===== config.mk =====
export PLATFORM = sky130hd
export DESIGN_NAME = mem_wb_stage
export DESIGN_NICKNAME = d
export VERILOG_FILES = /design/src/rtl/mem_wb_stage.sv
export SDC_FILE = /design/constraint.sdc
export NUM_CORES = 1
export LEC_CHECK = 0
export ABC_AREA = 0
export BUFFER_PORTS_ARGS = -buffer_cell sky130_fd_sc_hd__buf_2
export CELL_PAD_IN_SITES_DETAIL_PLACEMENT = 1
export CELL_PAD_IN_SITES_GLOBAL_PLACEMENT = 1
export CORE_UTILIZATION = 32
export CTS_BUF_LIST = sky130_fd_sc_hd__clkbuf_8
export CTS_CLUSTER_DIAMETER = 150
export DETAILED_ROUTE_END_ITERATION = 10
export HOLD_SLACK_MARGIN = 0.12
export PLACE_DENSITY_LB_ADDON = 0.1
export SETUP_SLACK_MARGIN = 0.3
export SKIP_CTS_REPAIR_TIMING = 1
export SYNTH_ARGS = -nofsm -noshare
export SYNTH_HDL_FRONTEND = slang
export SYNTH_SLANG_ARGS = --single-unit

===== constraint.sdc =====
create_clock -name clk -period 1.4 [get_ports clk]
set_clock_uncertainty 0.05 [all_clocks]
set_input_delay 0.28 -clock clk [delete_from_list [all_inputs] [get_ports clk]]
set_output_delay 0.28 -clock clk [all_outputs]
set_load 0.01 [all_outputs]

===== src/rtl/mem_wb_stage.sv =====
// ============================================================================
//  Module   : mem_wb_stage
//  Purpose  : MEM stage with D-cache request/stall handshake and MEM/WB register.
//  Options  : ENDIAN_SWAP_EN byte-reverses store data and load data.
//  Revision : 1.0  initial release
// ============================================================================
`default_nettype none

module mem_wb_stage #(
    parameter int DATA_W = 32,
    parameter int ADDR_W = 30
) (
    input  logic              clk,
    input  logic              rst_n,
    input  logic [DATA_W-1:0] mem_addr_D,
    input  logic [DATA_W-1:0] mem_wdata_D,
    input  logic [4:0]        rd_ex,
    input  logic              memread_ex,
    input  logic              memwrite_ex,
    input  logic              RegWrite_ex,
    input  logic              MemToReg_ex,
    input  logic              stall_ext,
    input  logic              DCACHE_stall,
    input  logic [DATA_W-1:0] DCACHE_rdata,
    output logic              DCACHE_ren,
    output logic              DCACHE_wen,
    output logic [ADDR_W-1:0] DCACHE_addr,
    output logic [DATA_W-1:0] DCACHE_wdata,
    output logic              stall_mem,
    output logic              RegWrite_mem,
    output logic [4:0]        rd_mem,
    output logic [DATA_W-1:0] wdata_wb
);

    typedef enum logic [1:0] {
        IDLE = 2'd0,
        BUSY = 2'd1,
        HELD = 2'd2
    } state_t;

    state_t            state_q,    state_d;
    logic [DATA_W-1:0] hold_q,     hold_d;
    logic              regwrite_q, regwrite_d;
    logic [4:0]        rd_q,       rd_d;
    logic              memtoreg_q, memtoreg_d;
    logic [DATA_W-1:0] alu_q,      alu_d;
    logic [DATA_W-1:0] rdata_q,    rdata_d;

    logic              mem_op;
    logic              req;
    logic              adv;
    logic [DATA_W-1:0] rdata_in;
    logic [DATA_W-1:0] wdata_out;
    logic [DATA_W-1:0] load_data;

`ifdef ENDIAN_SWAP_EN
    function automatic logic [DATA_W-1:0] byte_rev(input logic [DATA_W-1:0] x);
        logic [DATA_W-1:0] r;
        r = '0;
        for (int i = 0; i < DATA_W / 8; i++) begin
            r[8*i +: 8] = x[DATA_W-8-8*i +: 8];
        end
        return r;
    endfunction
`endif

    always_comb begin
`ifdef ENDIAN_SWAP_EN
        rdata_in  = byte_rev(DCACHE_rdata);
        wdata_out = byte_rev(mem_wdata_D);
`else
        rdata_in  = DCACHE_rdata;
        wdata_out = mem_wdata_D;
`endif
    end

    // Reset gates the request so nothing reaches the cache while rst_n is low.
    always_comb begin
        mem_op    = memread_ex | memwrite_ex;
        req       = mem_op & (state_q != HELD) & rst_n;
        stall_mem = req & DCACHE_stall;
        adv       = ~stall_mem & ~stall_ext;
        load_data = (state_q == HELD) ? hold_q : rdata_in;
    end

    // A read takes priority so the two strobes can never be high together.
    always_comb begin
        DCACHE_ren   = req & memread_ex;
        DCACHE_wen   = req & memwrite_ex & ~memread_ex;
        DCACHE_addr  = mem_addr_D[ADDR_W+1:2];
        DCACHE_wdata = wdata_out;
    end

    always_comb begin
        state_d = state_q;
        hold_d  = hold_q;
        case (state_q)
            IDLE: begin
                if (req) begin
                    if (DCACHE_stall) begin
                        state_d = BUSY;
                    end else if (stall_ext) begin
                        state_d = HELD;
                        hold_d  = rdata_in;
                    end
                end
            end
            BUSY: begin
                if (!DCACHE_stall) begin
                    if (stall_ext) begin
                        state_d = HELD;
                        hold_d  = rdata_in;
                    end else begin
                        state_d = IDLE;
                    end
                end
            end
            HELD: begin
                if (!stall_ext) begin
                    state_d = IDLE;
                end
            end
            default: begin
                state_d = IDLE;
            end
        endcase
    end

    always_comb begin
        regwrite_d = regwrite_q;
        rd_d       = rd_q;
        memtoreg_d = memtoreg_q;
        alu_d      = alu_q;
        rdata_d    = rdata_q;
        if (adv) begin
            regwrite_d = RegWrite_ex & ~memwrite_ex;
            rd_d       = rd_ex;
            memtoreg_d = MemToReg_ex & ~memwrite_ex;
            alu_d      = mem_addr_D;
            rdata_d    = load_data;
        end
    end

    always_ff @(posedge clk) begin
        if (!rst_n) begin
            state_q    <= IDLE;
            hold_q     <= '0;
            regwrite_q <= 1'b0;
            rd_q       <= 5'd0;
            memtoreg_q <= 1'b0;
            alu_q      <= '0;
            rdata_q    <= '0;
        end else begin
            state_q    <= state_d;
            hold_q     <= hold_d;
            regwrite_q <= regwrite_d;
            rd_q       <= rd_d;
            memtoreg_q <= memtoreg_d;
            alu_q      <= alu_d;
            rdata_q    <= rdata_d;
        end
    end

    always_comb begin
        RegWrite_mem = regwrite_q;
        rd_mem       = rd_q;
        wdata_wb     = memtoreg_q ? rdata_q : alu_q;
    end

endmodule

`default_nettype wire


==> run summary, run 1 <==
ANT cells -> 0
Commonest non-fill, non-tap cell in the layout -> buf_2
CTS tree -> done
Combinational Power Share -> 24.3%
Pin count of the biggest net entering global routing -> 148
# clock sinks -> 105
Share of cells above drive strength 1 -> 46.9%
Post-Layout Cell Count -> 974
Sw frac -> 27.0%
Fillers -> 1702
Dominant cell type by area after synthesis -> dfxtp_1
Crit end category -> primary output
Height of the die -> 127 um
Core area -> 0.0153 sq mm
Mapped cell area -> 0.00503 sq mm
Final hold vios -> 0
Vias per cell -> 4.79
Critical path class -> flop to primary output
Slew HR -> 49.4%
Power per cell area -> 878 mW/mm^2
Starting DRC count in detailed routing -> 184
Netlist cell types -> 23
Dpl ws -> -219 ps
Main synth FF type -> dfxtp_1
Warnings from Yosys -> 0
GPL Wtd Cong -> 0.694
Hold crit path type -> input port to flop
Cell row count -> 45
Residual DRC count -> 0
Sequential share of the synthesized area -> 41.8%
Avg Cell Area, Syn -> 8.77 sq um
Crit path launch type -> flop
Crit Path Max Fanout -> 6
CP max-delay cell -> dfxtp_4
Worst skew pair latency -> 390 ps
Critical path arrival -> 1430 ps
I/O Buffers -> 147
Worst hold stages -> 3
Clock buffer depth -> 2
End point of the worst hold path -> memtoreg_q
Unrepaired setup endpoints after global routing -> yes
GR Overflow Total -> 0
CP Cell Sequence -> buf_6 > mux2_4 > buf_2
First-pass GRT wire length -> 20.3 mm
Psw -> 0.00190 W
Hold WS -> 134 ps
Reg power frac -> 46.6%
Final min period -> 1760 ps
Clock slew at reported path FFs -> 100 ps
Most frequent cells in the layout -> buf_2, dfxtp_1, nand2_1
Final Max Tran Viols -> 0
Status -> finished, violations left
PnR worst setup slack -> -356 ps
Post-route ant nets -> 0
Final net count -> 868
FFs w/ async S/R, synth -> 0%
Die X -> 127 um
Wire per inst -> 16.2 um
Vias -> 4665
Ranking of synthesized cells by area -> dfxtp_1, buf_4, nand2_1, o21ai_0, mux2_2
Design Power -> 0.00706 W
Final setup viols -> 130
Vias in the first global route -> 4247
Peak Freq -> 570 MHz
CTS buffer count -> 9
R2R Path Start -> state_q[0]
Cells after synthesis -> 573
Hpwl dp -> 8.90 mm
Yosys top cell area share -> 41.8%
Setup slack, reg-to-reg -> -100 ps
Slowest stage delay, CP -> 420 ps
Post-layout util -> 52.7%
Peak supply drop -> 519 uV
FF-to-FF path depth -> 7
Internal power -> 0.00516 W
Die area -> 0.0162 sq mm
GR Util All Layers -> 15.8%
#FFs+latches synth -> 105
Worst r2r dst -> rdata_q[18]
First-pass DRT Iterations -> 4
Number of synthesized flops with an enable pin -> 0
Ports -> 212
Depth of the CTS H-tree -> 3
Syn Nets -> 682
Root Driver -> clkbuf_8
Worst Max-Slew Pin Slew -> 759 ps
Layout area overhead -> 59.9%
DRT Wirelength -> 15.8 mm
Hold_sp -> MemToReg_ex
Placed Cells -> 858
Initial antenna violation count -> 0
Clock group share of total power -> 29.1%
Final worst path period share -> 125%
Initial Util -> 32.9%
Max Cap Violations -> 0
Violated checks -> setup timing
Cell leakage power -> 3.79 nW
CP required -> 1070 ps
flip-flops by register name, summed over array words and instances, names as in the netlist:
name and cells:
memtoreg_q 1, hold_q 32, RegWrite_mem 1, rdata_q 32, state_q 2, rd_mem 5, alu_q 32
logic make-up (layout without fill, tap and decap cells):
logic type             Yosys count  count (layout)  share of synthesized area [%]
and+or+nand+nor                183             183                           16.0
muxes                           64              64                           13.5
AOI/OAI and AO/OA              108             108                           14.4
buffers and inverters          113             303                           14.3
DFF                            105             105                           41.8
power by group through the flow:
stage                     logic [W]  clock network (W)  registers (W)
after floorplan            0.000869                  0        0.00332
after global placement      0.00110                  0        0.00334
after detailed placement    0.00113                  0        0.00335
after CTS                   0.00113            0.00216        0.00328
after global routing        0.00184            0.00228        0.00331
final                       0.00171            0.00206        0.00329
cell usage after synthesis, drive strengths merged, types with 2 or more instances:
master	n
o211a	32
o21ai	72
clkbuf	28
dfxtp	105
mux2	32
nand2	104
nand3	69
buf	84
mux2i	32
nand4b	2
and3	2
o21a	2
nor3	2
final cells by class:
type                    instances  area, sq um  area share (%)
clock inverters                 2         35.0           0.436
multi-input cells             355         2770            34.4
flip-flops and latches        105         2120            26.3
clock buffers                  13          179            2.23
inverters                       1         3.75          0.0467
well taps                     211          264            3.28
repair buffers                287         2670            33.3
per-layer routing:
layer	track usage, %	vias to the layer above	routed length [um]
li1	-	2291	-
met1	18.0	2220	6830
met2	27.3	114	7900
met4	5.32	0	270
met5	0	-	0
met3	5.86	40	811
through the flow:
step	TNS (ps)	cell area [sq um]
2_1_floorplan	0	5460
6_report	-15150	8040
3_3_place_gp	-10010	6020
4_1_cts	-16120	6240
3_5_place_dp	-15220	6020
5_1_grt	-23870	8040
worst max path at each step:
stage | depth (start not counted) | from | endpoint
after global placement | 7 | memwrite_ex | alu_q[26]
after floorplan | 7 | state_q[0] | rdata_q[21]
after global routing | 3 | memtoreg_q | wdata_wb[4]
final | 3 | memtoreg_q | wdata_wb[3]
after CTS | 3 | memtoreg_q | wdata_wb[1]
after detailed placement | 7 | memwrite_ex | rdata_q[19]
critical path, delay by kind of cell (launching register included):
family                 cells  cell delay, ps
buffers and inverters      2             310
DFF                        1             420
muxes                      1             310
Note: power is estimated with default switching activity, not from simulation.
==> inputs of run 2 (changes only) <==
CORE_ASPECT_RATIO = 1.1   (was not set)
SLEW_MARGIN = 20   (was not set)
==> run 2 against run 1 <==
  * The flow still finishes with violations (setup timing)
  * Hold slack got worse by 33 ps
  * Count of clock-buffer cells in the layout decreased by 2
  * Sequential share of layout area decreased by 0.69 points
  * Register-to-register slack got worse by 170 ps
  * Worst setup slack got worse by 6.9 ps
  * Total power decreased by 1.8%
==> run summary, run 2 (same netlist as run 1, synthesis figures left out) <==
Status -> finished, violations left (unchanged)
Violated checks -> setup timing (unchanged)
Core area -> 0.0152 sq mm (was 0.0153 sq mm)
ANT cells -> 0 (unchanged)
Die area -> 0.0162 sq mm (about the same)
Slew HR -> 66.8% (was 49.4%)
Residual DRC count -> 0 (unchanged)
Unrepaired setup endpoints after global routing -> yes (unchanged)
Most Used Layer, Global Route -> met2 (unchanged)
CTS tree -> done (unchanged)
# clock sinks -> 105 (unchanged)
Vias in the first global route -> 4129 (was 4247)
Layout area overhead -> 64.4% (was 59.9%)
Dpl ws -> -240 ps (was -219 ps)
Ports -> 212 (unchanged)
Critical path arrival -> 1430 ps (about the same)
Final hold vios -> 0 (unchanged)
Final net count -> 871 (was 868)
GR Overflow Total -> 0 (unchanged)
M1 GR Usage -> 18.9% (was 18.0%)
Peak supply drop -> 391 uV (was 519 uV)
Final min period -> 1760 ps (about the same)
Depth of the CTS H-tree -> 3 (unchanged)
Starting DRC count in detailed routing -> 237 (was 184)
Crit path launch type -> flop (unchanged)
Final setup viols -> 108 (was 130)
Final Max Tran Viols -> 0 (unchanged)
Post-layout util -> 54.5% (was 52.7%)
Peak Freq -> 567 MHz (was 570 MHz)
Die X -> 122 um (was 127 um)
Hold crit path type -> input port to flop (unchanged)
Share of cells above drive strength 1 -> 50.7% (was 46.9%)
Worst Max-Slew Pin Slew -> 497 ps (was 759 ps)
I/O Buffers -> 147 (unchanged)
Vias per cell -> 4.95 (was 4.79)
Regs by FF count -> alu_q x32, hold_q x32, rdata_q x32 (unchanged)
Cell leakage power -> 3.91 nW (was 3.79 nW)
Vias -> 4770 (was 4665)
Initial Util -> 33.1% (was 32.9%)
GR Util All Layers -> 15.6% (was 15.8%)
Clock buffer depth -> 2 (unchanged)
Root Driver -> clkbuf_8 (unchanged)
Pin count of the biggest net entering global routing -> 65 (was 148)
GPL Wtd Cong -> 0.669 (was 0.694)
Crit end category -> primary output (unchanged)
Critical path class -> flop to primary output (unchanged)
Met2 usage -> 26.5% (was 27.3%)
CP required -> 1070 ps (about the same)
Crit Path Max Fanout -> 8 (was 6)
Cell row count -> 47 (was 45)
DRT Wirelength -> 17.3 mm (was 15.8 mm)
Power per cell area -> 839 mW/mm^2 (was 878 mW/mm^2)
Initial antenna violation count -> 0 (unchanged)
Max Cap Violations -> 0 (unchanged)
Most frequent cells in the layout -> buf_2, dfxtp_1, nand2_1 (unchanged)
Hold WS -> 101 ps (was 134 ps)
Post-route ant nets -> 0 (unchanged)
Placed inst area -> 0.00593 sq mm (was 0.00602 sq mm)
First-pass DRT Iterations -> 4 (unchanged)
Setup_tns -> -22890 ps (was -15150 ps)
Hpwl dp -> 8.85 mm (was 8.90 mm)
Clock slew at reported path FFs -> 100 ps (about the same)
Commonest non-fill, non-tap cell in the layout -> buf_2 (unchanged)
Wire per inst -> 18.0 um (was 16.2 um)
GR Util met3 -> 3.34% (was 5.86%)
Final worst path period share -> 126% (was 125%)
CTS buffer count -> 9 (unchanged)
Height of the die -> 133 um (was 127 um)
PnR worst setup slack -> -363 ps (was -356 ps)
First-pass GRT wire length -> 20.1 mm (was 20.3 mm)
Worst skew pair latency -> 370 ps (was 390 ps)
Design Area, Final -> 0.00827 sq mm (was 0.00804 sq mm)
Fillers -> 1672 (was 1702)
run 2: cell types whose count changed in the layout (fill, tap and decap cells not counted), sizes merged:
cell | before | now
dlygate4sd3 | 71 | 68
bufinv | 1 | 0
clkinv | 1 | 3
inv | 1 | 3
buf | 202 | 206
run 2: final timing paths:
path                                endpoint  depth (start not counted)  slack [ps]              from
worst max register to register   rdata_q[23]                          8        -270        state_q[0]
worst min-delay path              hold_q[14]                          3         100  DCACHE_rdata[14]
worst max-delay path            wdata_wb[25]                          3        -360        memtoreg_q
worst min register to register     alu_q[21]                          2         400         alu_q[21]
run 2: critical path, stage by stage (launching register included):
cell and delay, ps:
dfxtp_4 420, clkbuf_16 200, mux2_4 310, buf_6 120
run 2: routing by layer:
layer,wire length (um),share of wire (%),vias up
li1,-,-,2304
met1,7390,43,2329
met2,8970,52,116
met3,673,3.9,21
met4,260,1.5,0
met5,0,0,-
run 2: cell type report:
type	instances	area, sq um	area share [%]
Multi-Input combinational cell	355	2870	34.7
Timing Repair Buffer	290	2850	34.5
Sequential cell	105	2120	25.6
Tap cell	196	245	2.97
Clock buffer	11	151	1.83
Clock inverter	5	22.5	0.272
Inverter	1	3.75	0.0454
run 2: where the power goes:
| group | internal (W) | switching (W) |
|---|---|---|
| Sequential | 0.00317 | 0.000116 |
| Combinational | 0.00104 | 0.000817 |
| Clock | 0.000726 | 0.00106 |
run 2: metrics by stage:
step                      cells  total power [W]
after global placement      832          0.00441
after floorplan             573          0.00419
after CTS                   848          0.00625
final                       963          0.00693
after global routing        963          0.00728
after detailed placement    832          0.00445
